File: src/rtl/edge_pulse_gen_if.sv
`default_nettype none
// +----------------------------------------------------------------------+
// | edge_pulse_gen_if : channel bus for edge_pulse_gen                   |
// | Rev 1.0                                                              |
// +----------------------------------------------------------------------+
interface edge_pulse_gen_if #(
  parameter int N = 4
);
  logic [N-1:0] sig;
  logic [1:0]   mode;
  logic [N-1:0] clr;
  logic [N-1:0] pulse;
  logic [N-1:0] stable;
  logic [N-1:0] pending;

  modport master (output sig, mode, clr, input pulse, stable, pending);
  modport slave  (input sig, mode, clr, output pulse, stable, pending);
endinterface
`default_nettype wire

File: src/rtl/edge_pulse_gen.sv
`default_nettype none
// +----------------------------------------------------------------------+
// | edge_pulse_gen : per-channel sync, debounce, edge detect, pulse out  |
// | Rev 1.0                                                              |
// +----------------------------------------------------------------------+
module edge_pulse_gen #(
  parameter int N               = 4,
  parameter int SYNC_STAGES     = 2,
  parameter int DEBOUNCE_CYCLES = 1,
  parameter int PULSE_LEN       = 1
) (
  input  logic             clk,
  input  logic             reset,
  edge_pulse_gen_if.slave  bus
);

  localparam int DW = $clog2(DEBOUNCE_CYCLES + 1);
  localparam int PW = $clog2(PULSE_LEN + 1);

  localparam logic [DW-1:0] C_DB_LAST    = DW'(DEBOUNCE_CYCLES - 1);
  localparam logic [DW-1:0] C_DB_ONE     = DW'(1);
  localparam logic [PW-1:0] C_PULSE_LOAD = PW'(PULSE_LEN);
  localparam logic [PW-1:0] C_PULSE_ONE  = PW'(1);

  localparam logic [1:0] C_MODE_RISE = 2'b00;
  localparam logic [1:0] C_MODE_FALL = 2'b01;
  localparam logic [1:0] C_MODE_BOTH = 2'b10;

  logic         w_rise_en;
  logic         w_fall_en;
  logic [N-1:0] w_pulse;
  logic [N-1:0] w_stable;
  logic [N-1:0] w_pending;

  assign w_rise_en = (bus.mode == C_MODE_RISE) || (bus.mode == C_MODE_BOTH);
  assign w_fall_en = (bus.mode == C_MODE_FALL) || (bus.mode == C_MODE_BOTH);

  genvar i;
  for (i = 0; i < N; i++) begin : g_ch
    logic [SYNC_STAGES-1:0] sync_q;
    logic                   stable_q;
    logic                   stable_d;
    logic [DW-1:0]          db_cnt_q;
    logic [DW-1:0]          db_cnt_d;
    logic [PW-1:0]          p_cnt_q;
    logic [PW-1:0]          p_cnt_d;
    logic                   pulse_q;
    logic                   pending_q;
    logic                   pending_d;
    logic                   w_s;
    logic                   w_change;
    logic                   w_event;

    assign w_s = sync_q[SYNC_STAGES-1];

    // Any agreeing cycle discards the partial count, so short glitches vanish.
    always_comb begin
      stable_d = stable_q;
      db_cnt_d = db_cnt_q;
      w_change = 1'b0;
      if (w_s == stable_q) begin
        db_cnt_d = '0;
      end else if (db_cnt_q == C_DB_LAST) begin
        stable_d = w_s;
        db_cnt_d = '0;
        w_change = 1'b1;
      end else begin
        db_cnt_d = db_cnt_q + C_DB_ONE;
      end
    end

    assign w_event = w_change & (w_s ? w_rise_en : w_fall_en);

    // An event during an active pulse reloads the count, stretching it gap-free.
    always_comb begin
      p_cnt_d = p_cnt_q;
      if (w_event) begin
        p_cnt_d = C_PULSE_LOAD;
      end else if (p_cnt_q != '0) begin
        p_cnt_d = p_cnt_q - C_PULSE_ONE;
      end
    end

    assign pending_d = w_event | (pending_q & ~bus.clr[i]);

    always_ff @(posedge clk) begin
      if (reset) begin
        sync_q    <= '0;
        stable_q  <= 1'b0;
        db_cnt_q  <= '0;
        p_cnt_q   <= '0;
        pulse_q   <= 1'b0;
        pending_q <= 1'b0;
      end else begin
        sync_q    <= {sync_q[SYNC_STAGES-2:0], bus.sig[i]};
        stable_q  <= stable_d;
        db_cnt_q  <= db_cnt_d;
        p_cnt_q   <= p_cnt_d;
        pulse_q   <= (p_cnt_d != '0);
        pending_q <= pending_d;
      end
    end

    assign w_pulse[i]   = pulse_q;
    assign w_stable[i]  = stable_q;
    assign w_pending[i] = pending_q;
  end

  assign bus.pulse   = w_pulse;
  assign bus.stable  = w_stable;
  assign bus.pending = w_pending;

endmodule
`default_nettype wire

File: src/flat_wrapper.sv
// flat-port wrapper written by rule: the top's interface ports become plain ports
module edge_pulse_gen_flat 
#(
  parameter int N               = 4,
  parameter int SYNC_STAGES     = 2,
  parameter int DEBOUNCE_CYCLES = 1,
  parameter int PULSE_LEN       = 1
)
  (clk, reset, bus_sig, bus_mode, bus_clr, bus_pulse, bus_stable, bus_pending);
  edge_pulse_gen_if #(.N(N)) bus_i ();
  input  logic clk;
  input  logic reset;
  input wire logic [$bits(bus_i.sig)-1:0] bus_sig;
  input wire logic [$bits(bus_i.mode)-1:0] bus_mode;
  input wire logic [$bits(bus_i.clr)-1:0] bus_clr;
  output wire logic [$bits(bus_i.pulse)-1:0] bus_pulse;
  output wire logic [$bits(bus_i.stable)-1:0] bus_stable;
  output wire logic [$bits(bus_i.pending)-1:0] bus_pending;
  assign bus_i.sig = bus_sig;
  assign bus_i.mode = bus_mode;
  assign bus_i.clr = bus_clr;
  assign bus_pulse = bus_i.pulse;
  assign bus_stable = bus_i.stable;
  assign bus_pending = bus_i.pending;
  edge_pulse_gen #(.N(N), .SYNC_STAGES(SYNC_STAGES), .DEBOUNCE_CYCLES(DEBOUNCE_CYCLES), .PULSE_LEN(PULSE_LEN)) u_core (.clk(clk), .reset(reset), .bus(bus_i));
endmodule
File: config.mk
export PLATFORM = sky130hd
export DESIGN_NAME = edge_pulse_gen_flat
export DESIGN_NICKNAME = d
export VERILOG_FILES = /design/src/rtl/edge_pulse_gen_if.sv /design/src/rtl/edge_pulse_gen.sv /design/src/flat_wrapper.sv
export SDC_FILE = /design/constraint.sdc
export NUM_CORES = 1
export LEC_CHECK = 0
export ABC_AREA = 1
export CAP_MARGIN = 40
export CORE_AREA = 2 2 47 49
export DETAILED_ROUTE_END_ITERATION = 6
export DIE_AREA = 0 0 49 51
export PLACE_DENSITY = 0.89
export SETUP_SLACK_MARGIN = 0.05
export SYNTH_ARGS = -nofsm -noshare
export SYNTH_HDL_FRONTEND = slang
export SYNTH_SLANG_ARGS = --single-unit
File: constraint.sdc
create_clock -name clk -period 2.7 [get_ports clk]
set_clock_uncertainty 0.1 [all_clocks]
set_input_delay 0.27 -clock clk [delete_from_list [all_inputs] [get_ports clk]]
set_output_delay 0.27 -clock clk [all_outputs]
set_load 0.005 [all_outputs]
==> results of run 1 <==
==> cells in the final DEF (no fill, tap or decap), drive strengths merged <==
cell | synthesis | final
a211oi | 1 | 1
a21oi | 6 | 6
clkbuf | 0 | 3
clkdlybuf4s50 | 0 | 23
conb | 1 | 4
dfxtp | 24 | 24
ha | 2 | 2
inv | 27 | 27
nand2 | 19 | 19
nand3b | 4 | 4
nor2 | 12 | 12
o21ai | 5 | 5
o21bai | 1 | 1
==> state kept, by name, indices dropped and copies added, names as in the netlist <==
| register | count |
|---|---|
| u_core.g_ch.db_cnt_q | 4 |
| u_core.g_ch.p_cnt_q | 3 |
| u_core.g_ch.pending_q | 4 |
| u_core.g_ch.pulse_q | 1 |
| u_core.g_ch.stable_q | 4 |
| u_core.g_ch.sync_q | 8 |
==> metal layers <==
layer  routed length (microns)  share of wire, %  track usage (%)  vias to the layer above
met5                         0                 0                0                        -
li1                          -                 -                -                      352
met2                       765                53             24.0                       23
met1                       552                38             11.8                      283
met3                        70               4.9             3.22                        6
met4                        51               3.5             11.4                        0
==> final cells by class <==
cell class	count	area share [%]
clock buffers	3	1.99
inverters	27	9.16
repair buffers	23	20.3
flip-flops and latches	24	42.4
multi-input cells	54	23.1
well taps	28	3.09
==> cell usage after synthesis <==
cell type  number  share of area, %
a21oi_1         6               3.2
nand3b_1        4               3.2
o21bai_1        1              0.81
a211oi_2        1               1.3
inv_4           1              0.67
ha_1            2               2.7
o21ai_0         4               2.1
nor2_1         12               4.8
conb_1          1              0.40
buf_4          13                10
o21ai_1         1              0.54
nand2_1        19               7.7
dfxtp_1        24                52
inv_1          26                10
==> worst paths after layout <==
kind	startpoint	end	slack (ps)	cells past startpoint
worst max-delay path	u_core.g_ch[0].stable_q	bus_stable[0]	1120	1
worst min-delay path	u_core.g_ch[1].sync_q[0]	u_core.g_ch[1].sync_q[1]	310	2
worst max register to register	u_core.g_ch[2].sync_q[1]	u_core.g_ch[2].pending_q	1790	5
worst min register to register	u_core.g_ch[1].sync_q[0]	u_core.g_ch[1].sync_q[1]	310	2
==> power by group through the flow <==
stage                     combinational (mW)  clock (mW)  sequential (mW)
final                                 0.0720       0.141            0.379
after global routing                  0.0809       0.167            0.381
after CTS                             0.0728       0.149            0.379
after detailed placement              0.0725           0            0.387
after global placement                0.0690           0            0.386
after floorplan                       0.0453           0            0.385
==> metrics by stage <==
stage          std cells  hold slack [ps]  util [%]
3_3_place_gp         156              290      53.9
2_1_floorplan        118              277         -
6_report             159              313      54.9
4_1_cts              159              313      54.9
3_5_place_dp         156              296      53.9
5_1_grt              159              323      54.9
==> logic make-up (layout without fill, tap and decap cells) <==
logic type	count (synthesis)	in the layout	synth area share, %
AO/OA/AOI/OAI	13	13	8.05
adder cells (fa/ha/maj)	2	2	2.68
buffers and inverters	40	53	21.6
flip-flops	24	24	51.5
other	1	4	0.402
AND/OR/NAND/NOR	35	35	15.7
==> flow_summary.json, run 1 <==
{
  "worstSetupEndpointType": "output pin",
  "crit_type": "register to output pin",
  "gp_congestion": 0.706,
  "grt_max_degree": 13,
  "fp.dieH_microns": 51,
  "drc": 0,
  "cts_root_buffer": "clkbuf_4",
  "post_dp_cell_area_sq_um": 1110,
  "synthCells": 115,
  "path_delay_family": "buffers and inverters",
  "cts_tree": "yes",
  "finalCriticalPeriod_ps": 1580,
  "fmaxAchievable_ghz": 0.633,
  "fin_ws_ps": 1120,
  "grt_overflow_total": 0,
  "power_switching_mw": 0.129,
  "place_hpwl_mm": 1.14,
  "cts_resized": 0,
  "p_leak_nw": 0.562,
  "yosysWarnings": 0,
  "rows": 17,
  "p_clk_share_pct": 23.8,
  "drtPass1Iterations": 4,
  "internal-power_mw": 0.464,
  "ir_drop_uv": 259,
  "period_share_pct": 58.5,
  "port-buffer-count": 23,
  "cpPeakStageDelay_ps": 520,
  "crit_arrival_ps": 1210,
  "die_w_microns": 49,
  "numClockSinks": 24,
  "avgSynthCellArea_sq_um": 8.11,
  "setup_tns_ps": 0,
  "grtUsageTotal_pct": 12.9,
  "totalWireLength_mm": 1.44,
  "ys_seq_area_share_pct": 51.5,
  "power_mw": 0.593,
  "setup_viol": 0,
  "fin_area_sq_um": 1130,
  "grt_pass1_wl_mm": 2.39,
  "num_vias": 664,
  "nets": 147,
  "clock_path_buffers": 2,
  "post_cts.repair.setup_buffers": 0,
  "status": "finished clean",
  "cts_inserted_buffers": 3,
  "path_cells": "clkdlybuf4s50_1",
  "antenna_found_initial": 0,
  "hold_viol_final": 0,
  "start_kind": "register",
  "slew_violations": 0,
  "grt_pass1_vias": 643,
  "synth_cell_types": 14,
  "critPathBufInv": 1,
  "die-area_sq_um": 2500,
  "combPwrFrac_pct": 12.2,
  "core_area_sq_um": 2060,
  "switching_share_pct": 21.8,
  "initial_core_util_pct": 45.2,
  "dpl_worst_slack_ps": 1020,
  "grt_setup_unrepaired": "false",
  "crit_fanout": 4,
  "worst-endpoint-required_ps": 2330,
  "num_antenna_cells": 0,
  "power_density_nw_per_um2": 523,
  "areaGrowthSynthToFinish_pct": 21.6,
  "syn_area_sq_um": 932,
  "register_area_sq_um": 480,
  "wl_per_cell_microns": 9.06,
  "ys_ff_latch": 24,
  "hp-class": "register to register",
  "clkTransAtPathRegs_ps": 110,
  "cts_hold_buffers": 0,
  "power_frac_seq_pct": 64.0,
  "avgViaCountPerCell": 4.18,
  "drtIter0Drc": 13,
  "cap_violations": 0,
  "ios": 24,
  "multi_input_area_sq_um": 262,
  "cp_slowest_cell": "clkdlybuf4s50_1",
  "num-fill-cells": 187,
  "drtAntennaViolNets": 0,
  "final_layout_size_suffix_gt1_share_pct": 3.82,
  "clk_latency_ps": 290,
  "htreeDepth": 1
}
(Power assumes the default switching activity.)
==> run 2: changes to the inputs <==
Settings changed: CORE_AREA 2 2 47 49 to 2 2 42 63, DIE_AREA 0 0 49 51 to 0 0 44 65, PLACE_DENSITY 0.89 to 0.82.
Clock period 2.7 ns to 1.25 ns, I/O delays scaled along.
==> run 2 against run 1 <==
  * Cell area is 5.1% higher
  * Final cell count increased by 0.63%
  * Sequential cell count stayed put
  * Non-clock buffer count is 5 higher
  * Sequential power increased by 120%
  * Clock power rose by 120%
  * Register-to-register slack got worse by 1500 ps
  * Global-route usage fell by 0.83 points
  * Critical endpoint is now u_core.g_ch[1].pending_q
  * Largest power group unchanged
==> flow_summary.json, run 2 (synthesized netlist as in run 1, its figures left out) <==
{
  "status": "finished clean",
  "antenna_found_initial": 0,
  "fmaxAchievable_ghz": 0.884,
  "hp-class": "input port to register",
  "port-buffer-count": 23,
  "setup_viol": 0,
  "cts_inserted_buffers": 3,
  "num_vias": 702,
  "crit_fanout": 2,
  "post_dp_cell_area_sq_um": 1120,
  "critPathBufInv": 3,
  "worstSetupEndpointType": "register",
  "cts_tree": "yes",
  "power_density_nw_per_um2": 1100,
  "top_register": "u_core.g_ch.sync_q",
  "path_cells": "clkdlybuf4s50_1 > inv_1 > ha_2 > inv_1 > nand2_1 > nand2_1 > nand2_1 > nand2_1 > nand2_1",
  "grt_overflow_total": 0,
  "gp_congestion": 0.768,
  "cpMostUsedCell": "nand2_1",
  "avgViaCountPerCell": 4.39,
  "crit_type": "input port to register",
  "grt_pass1_vias": 703,
  "wl_per_cell_microns": 9.80,
  "dp_cells": 154,
  "final_cell_mix": "inv_1, nand2_1, dfxtp_1, dlygate4sd2_1",
  "final_layout_size_suffix_gt1_share_pct": 17.6,
  "cap_violations": 0,
  "drtIter0Drc": 10,
  "cp_slowest_cell": "clkdlybuf4s50_1",
  "stdcell_count": 160,
  "die_w_microns": 44,
  "cpPeakStageDelay_ps": 450,
  "ios": 24,
  "finalCriticalPeriod_ps": 1130,
  "largest_register_ffs": 8,
  "totalWireLength_mm": 1.57,
  "core_area_sq_um": 2370,
  "p_leak_nw": 0.639,
  "ir_drop_uv": 721,
  "crit_arrival_ps": 1240,
  "clk_latency_ps": 300,
  "numClockSinks": 24,
  "hold_viol_final": 0,
  "worst-endpoint-required_ps": 1360,
  "grt_pass1_wl_mm": 2.64,
  "num-fill-cells": 237,
  "nets": 152,
  "slew_violations": 0,
  "period_share_pct": 90.5,
  "start_kind": "input port",
  "initial_core_util_pct": 39.4,
  "rows": 22,
  "clock_path_buffers": 2,
  "place_hpwl_mm": 1.19,
  "drc": 0,
  "clkTransAtPathRegs_ps": 110,
  "cts_hold_buffers": 0,
  "final_common_cell": "inv_1",
  "grtUsageTotal_pct": 12.1,
  "die-area_sq_um": 2860,
  "utilization_pct": 50.3,
  "dpl_worst_slack_ps": -291,
  "path_delay_family": "buffers and inverters",
  "grt_max_degree": 13,
  "cts_root_buffer": "clkbuf_4",
  "num_antenna_cells": 0,
  "drtPass1Iterations": 4,
  "grt_setup_unrepaired": "false",
  "drtAntennaViolNets": 0,
  "htreeDepth": 1,
  "areaGrowthSynthToFinish_pct": 27.8,
  "fin_area_sq_um": 1190,
  "fp.dieH_microns": 65,
  "fin_ws_ps": 118
}
[run 2: cell count changes in the layout (fill, tap and decap cells not counted), moves of 2 or more]
cell	before	now
dfxtp_1	24	16
dfxtp_2	0	8
dlygate4sd2_1	0	12
buf_4	0	5
a21oi_1	6	4
ha_1	2	0
a21oi_2	0	2
clkdlybuf4s50_1	23	11
[run 2: through the flow]
step / setup TNS, ps / hold slack, ps / power, mW
after floorplan: 0 / 132 / 0.929
after global placement: -1750 / 290 / 0.989
after detailed placement: -1990 / 296 / 0.999
after CTS: 0 / 219 / 1.31
after global routing: 0 / 235 / 1.36
final: 0 / 225 / 1.31
[run 2: path summary, 6_finish.rpt]
path                            startpoint                  endpoint  slack, ps  depth (start not counted)
hold reg to reg   u_core.g_ch[0].sync_q[0]  u_core.g_ch[0].sync_q[1]        310                          2
setup reg to reg   u_core.g_ch[1].stable_q  u_core.g_ch[1].pending_q        290                          6
setup / recovery               bus_mode[0]  u_core.g_ch[1].pending_q        120                          9
hold / removal                  bus_sig[2]  u_core.g_ch[2].sync_q[0]        220                          3
[run 2: cell type report]
cell class	instances	area, sq um	area share [%]
inverters	27	104	8.72
repair buffers	28	253	21.2
well taps	24	30.0	2.52
flip-flops and latches	24	490	41.2
clock buffers	3	22.5	1.89
multi-input cells	54	292	24.5
[run 2: routing by layer]
layer | up-vias | global-route usage, % | part of all wire (%)
li1 | 363 | - | -
met1 | 312 | 10.4 | 36
met2 | 21 | 24.4 | 57
met3 | 6 | 1.95 | 5.2
met4 | 0 | 6.44 | 2.0
met5 | - | 0 | 0
[run 2: where the power goes]
group | total [mW] | switching, mW | internal, mW
sequential | 0.818 | 0.0141 | 0.803
combinational | 0.176 | 0.0816 | 0.0948
clock | 0.316 | 0.204 | 0.112
[run 2: worst reg2reg max path: cells and delay by family (launching register included)]
kind,cells,cell delay (ps)
flops,1,340
simple gates,5,340
buf+inv,1,130
[run 2: what timing repair did]
item                       in CTS  in global routing
gates resized for setup        21                  6
pin swaps                       0                  0
setup buffers                   3                  0
setup endpoints to repair      13                  6
==> run 3: changes to the inputs <==
Settings changed: CAP_MARGIN 40 to unset, PLACE_DENSITY 0.82 to 0.7.
==> run 3 against run 2 <==
  * Cell area is 0.31% lower
  * Combinational power is 5% lower
  * Hold slack hardly changed
  * Routed wire length is 11% lower
  * Non-clock buffer count is 1 higher
  * Via count is 2.8% lower
  * First-iteration DRC count is 20% lower
  * Critical path depth is 2 lower
  * Register-to-register slack better by 20 ps
  * Clock-buffer cell count stayed put
  * Largest power group unchanged
  * Setup slack better by 7.1 ps
==> flow_summary.json, run 3 (synthesized netlist as in run 1, its figures left out) <==
{
  "cts_inserted_buffers": 3,
  "port-buffer-count": 23,
  "wl_per_cell_microns": 8.69,
  "dp_cells": 153,
  "dpl_worst_slack_ps": -282,
  "numClockSinks": 24,
  "grt_setup_unrepaired": "true",
  "rows": 22,
  "start_kind": "input port",
  "top_register": "u_core.g_ch.sync_q",
  "cts_tree": "yes",
  "r2r_cells": 6,
  "antenna_found_initial": 0,
  "grt_pass1_vias": 661,
  "initial_core_util_pct": 39.4,
  "clkTransAtPathRegs_ps": 120,
  "crit_arrival_ps": 1270,
  "htreeDepth": 1,
  "status": "finished clean",
  "crit_type": "input port to register",
  "gp_congestion": 0.713,
  "drt-met1-wl_microns": 540,
  "core_area_sq_um": 2370,
  "ios": 24,
  "reg2reg_from": "u_core.g_ch[1].stable_q",
  "p_leak_nw": 0.646,
  "areaGrowthSynthToFinish_pct": 27.4,
  "clock_path_buffers": 2,
  "nets": 153,
  "grt_max_degree": 13,
  "fin_ws_ps": 126,
  "worst-endpoint-required_ps": 1400,
  "met2_length_microns": 782,
  "final_layout_size_suffix_gt1_share_pct": 16.1,
  "min_path_cells": 3,
  "drtPass1Iterations": 2,
  "slew_violations": 0,
  "power_density_nw_per_um2": 1090,
  "met3_wirelength_microns": 56,
  "finalCriticalPeriod_ps": 1120,
  "die_w_microns": 44,
  "grt_overflow_total": 0,
  "hp-class": "input port to register",
  "min_to": "u_core.g_ch[3].sync_q[0]",
  "period_share_pct": 90.0,
  "cap_violations": 0,
  "fp.dieH_microns": 65,
  "avgViaCountPerCell": 4.24,
  "fmaxAchievable_ghz": 0.889,
  "drc": 0,
  "setup_tns_ps": 0,
  "cts_root_buffer": "clkbuf_4",
  "stdcell_count": 161,
  "drtAntennaViolNets": 0,
  "worstSetupEndpointType": "register",
  "final_common_cell": "inv_1",
  "ir_drop_uv": 742,
  "die-area_sq_um": 2860,
  "clk_latency_ps": 300,
  "totalWireLength_mm": 1.40,
  "r2r_slack_ps": 310,
  "grtUsageTotal_pct": 11.3,
  "grt_pass1_wl_mm": 2.46,
  "setup_viol": 0,
  "place_hpwl_mm": 1.03,
  "num_vias": 682,
  "crit_start": "bus_mode[1]",
  "final_cell_mix": "inv_1, nand2_1, dfxtp_1, dlygate4sd2_1",
  "crit_fanout": 4,
  "rr_endpoint": "u_core.g_ch[1].pending_q",
  "hold_start": "bus_sig[3]",
  "highest_layer": "met4",
  "largest_register_ffs": 8,
  "hold_viol_final": 0,
  "num_antenna_cells": 0,
  "drtIter0Drc": 8
}
run 3: changes by cell type in the layout (fill, tap and decap cells not counted), sizes merged:
cell  before  now
buf        5    6
run 3: final cells by class:
cell class | count | area, sq um
Tap cell | 24 | 30.0
Timing Repair Buffer | 29 | 260
Sequential cell | 24 | 490
Inverter | 27 | 104
Fill cell | 235 | 1180
Clock buffer | 3 | 22.5
Multi-Input combinational cell | 54 | 280
run 3: critical path, stage by stage:
cell and delay (ps):
clkdlybuf4s50_1 480, inv_1 70, ha_4 280, nand2_1 60, a21oi_1 120, nand2_1 80, nand2_1 60
run 3: power by group:
group	switching [mW]	internal [mW]	total, mW
clock network	0.200	0.112	0.312
logic	0.0730	0.0938	0.167
registers	0.0140	0.803	0.817
total	0.287	1.01	1.30
run 3: how the worst max path moves through the flow:
stage | end | slack, ps | cells after the start
after global routing | u_core.g_ch[1].pending_q | 60 | 7
after CTS | u_core.g_ch[3].pending_q | 50 | 7
after detailed placement | u_core.g_ch[3].pending_q | -280 | 7
after floorplan | u_core.g_ch[1].pending_q | 330 | 6
final | u_core.g_ch[3].pending_q | 130 | 7
after global placement | u_core.g_ch[3].pending_q | -260 | 7
run 3: through the flow:
step	hold slack, ps	util [%]	total power [mW]	cell area [sq um]
after floorplan	132	-	0.929	943
after global placement	289	47.0	0.986	1110
after detailed placement	298	47.0	0.993	1110
after CTS	212	49.4	1.32	1170
after global routing	250	50.2	1.37	1190
final	225	50.2	1.30	1190
run 3: layer usage:
layer	vias to the layer above	track usage (%)
li1	363	-
met1	304	10.5
met2	13	21.7
met3	2	1.67
met4	0	6.82
met5	-	0
run 3: what timing repair did:
action                     4_1_cts  5_1_grt
setup endpoints to repair       12        6
buffers inserted                 5        0
cloned                           0        0
hold buffers                     0        0
pin swaps                        0        1
resized for setup               20        4
hold endpoints to repair         0        0
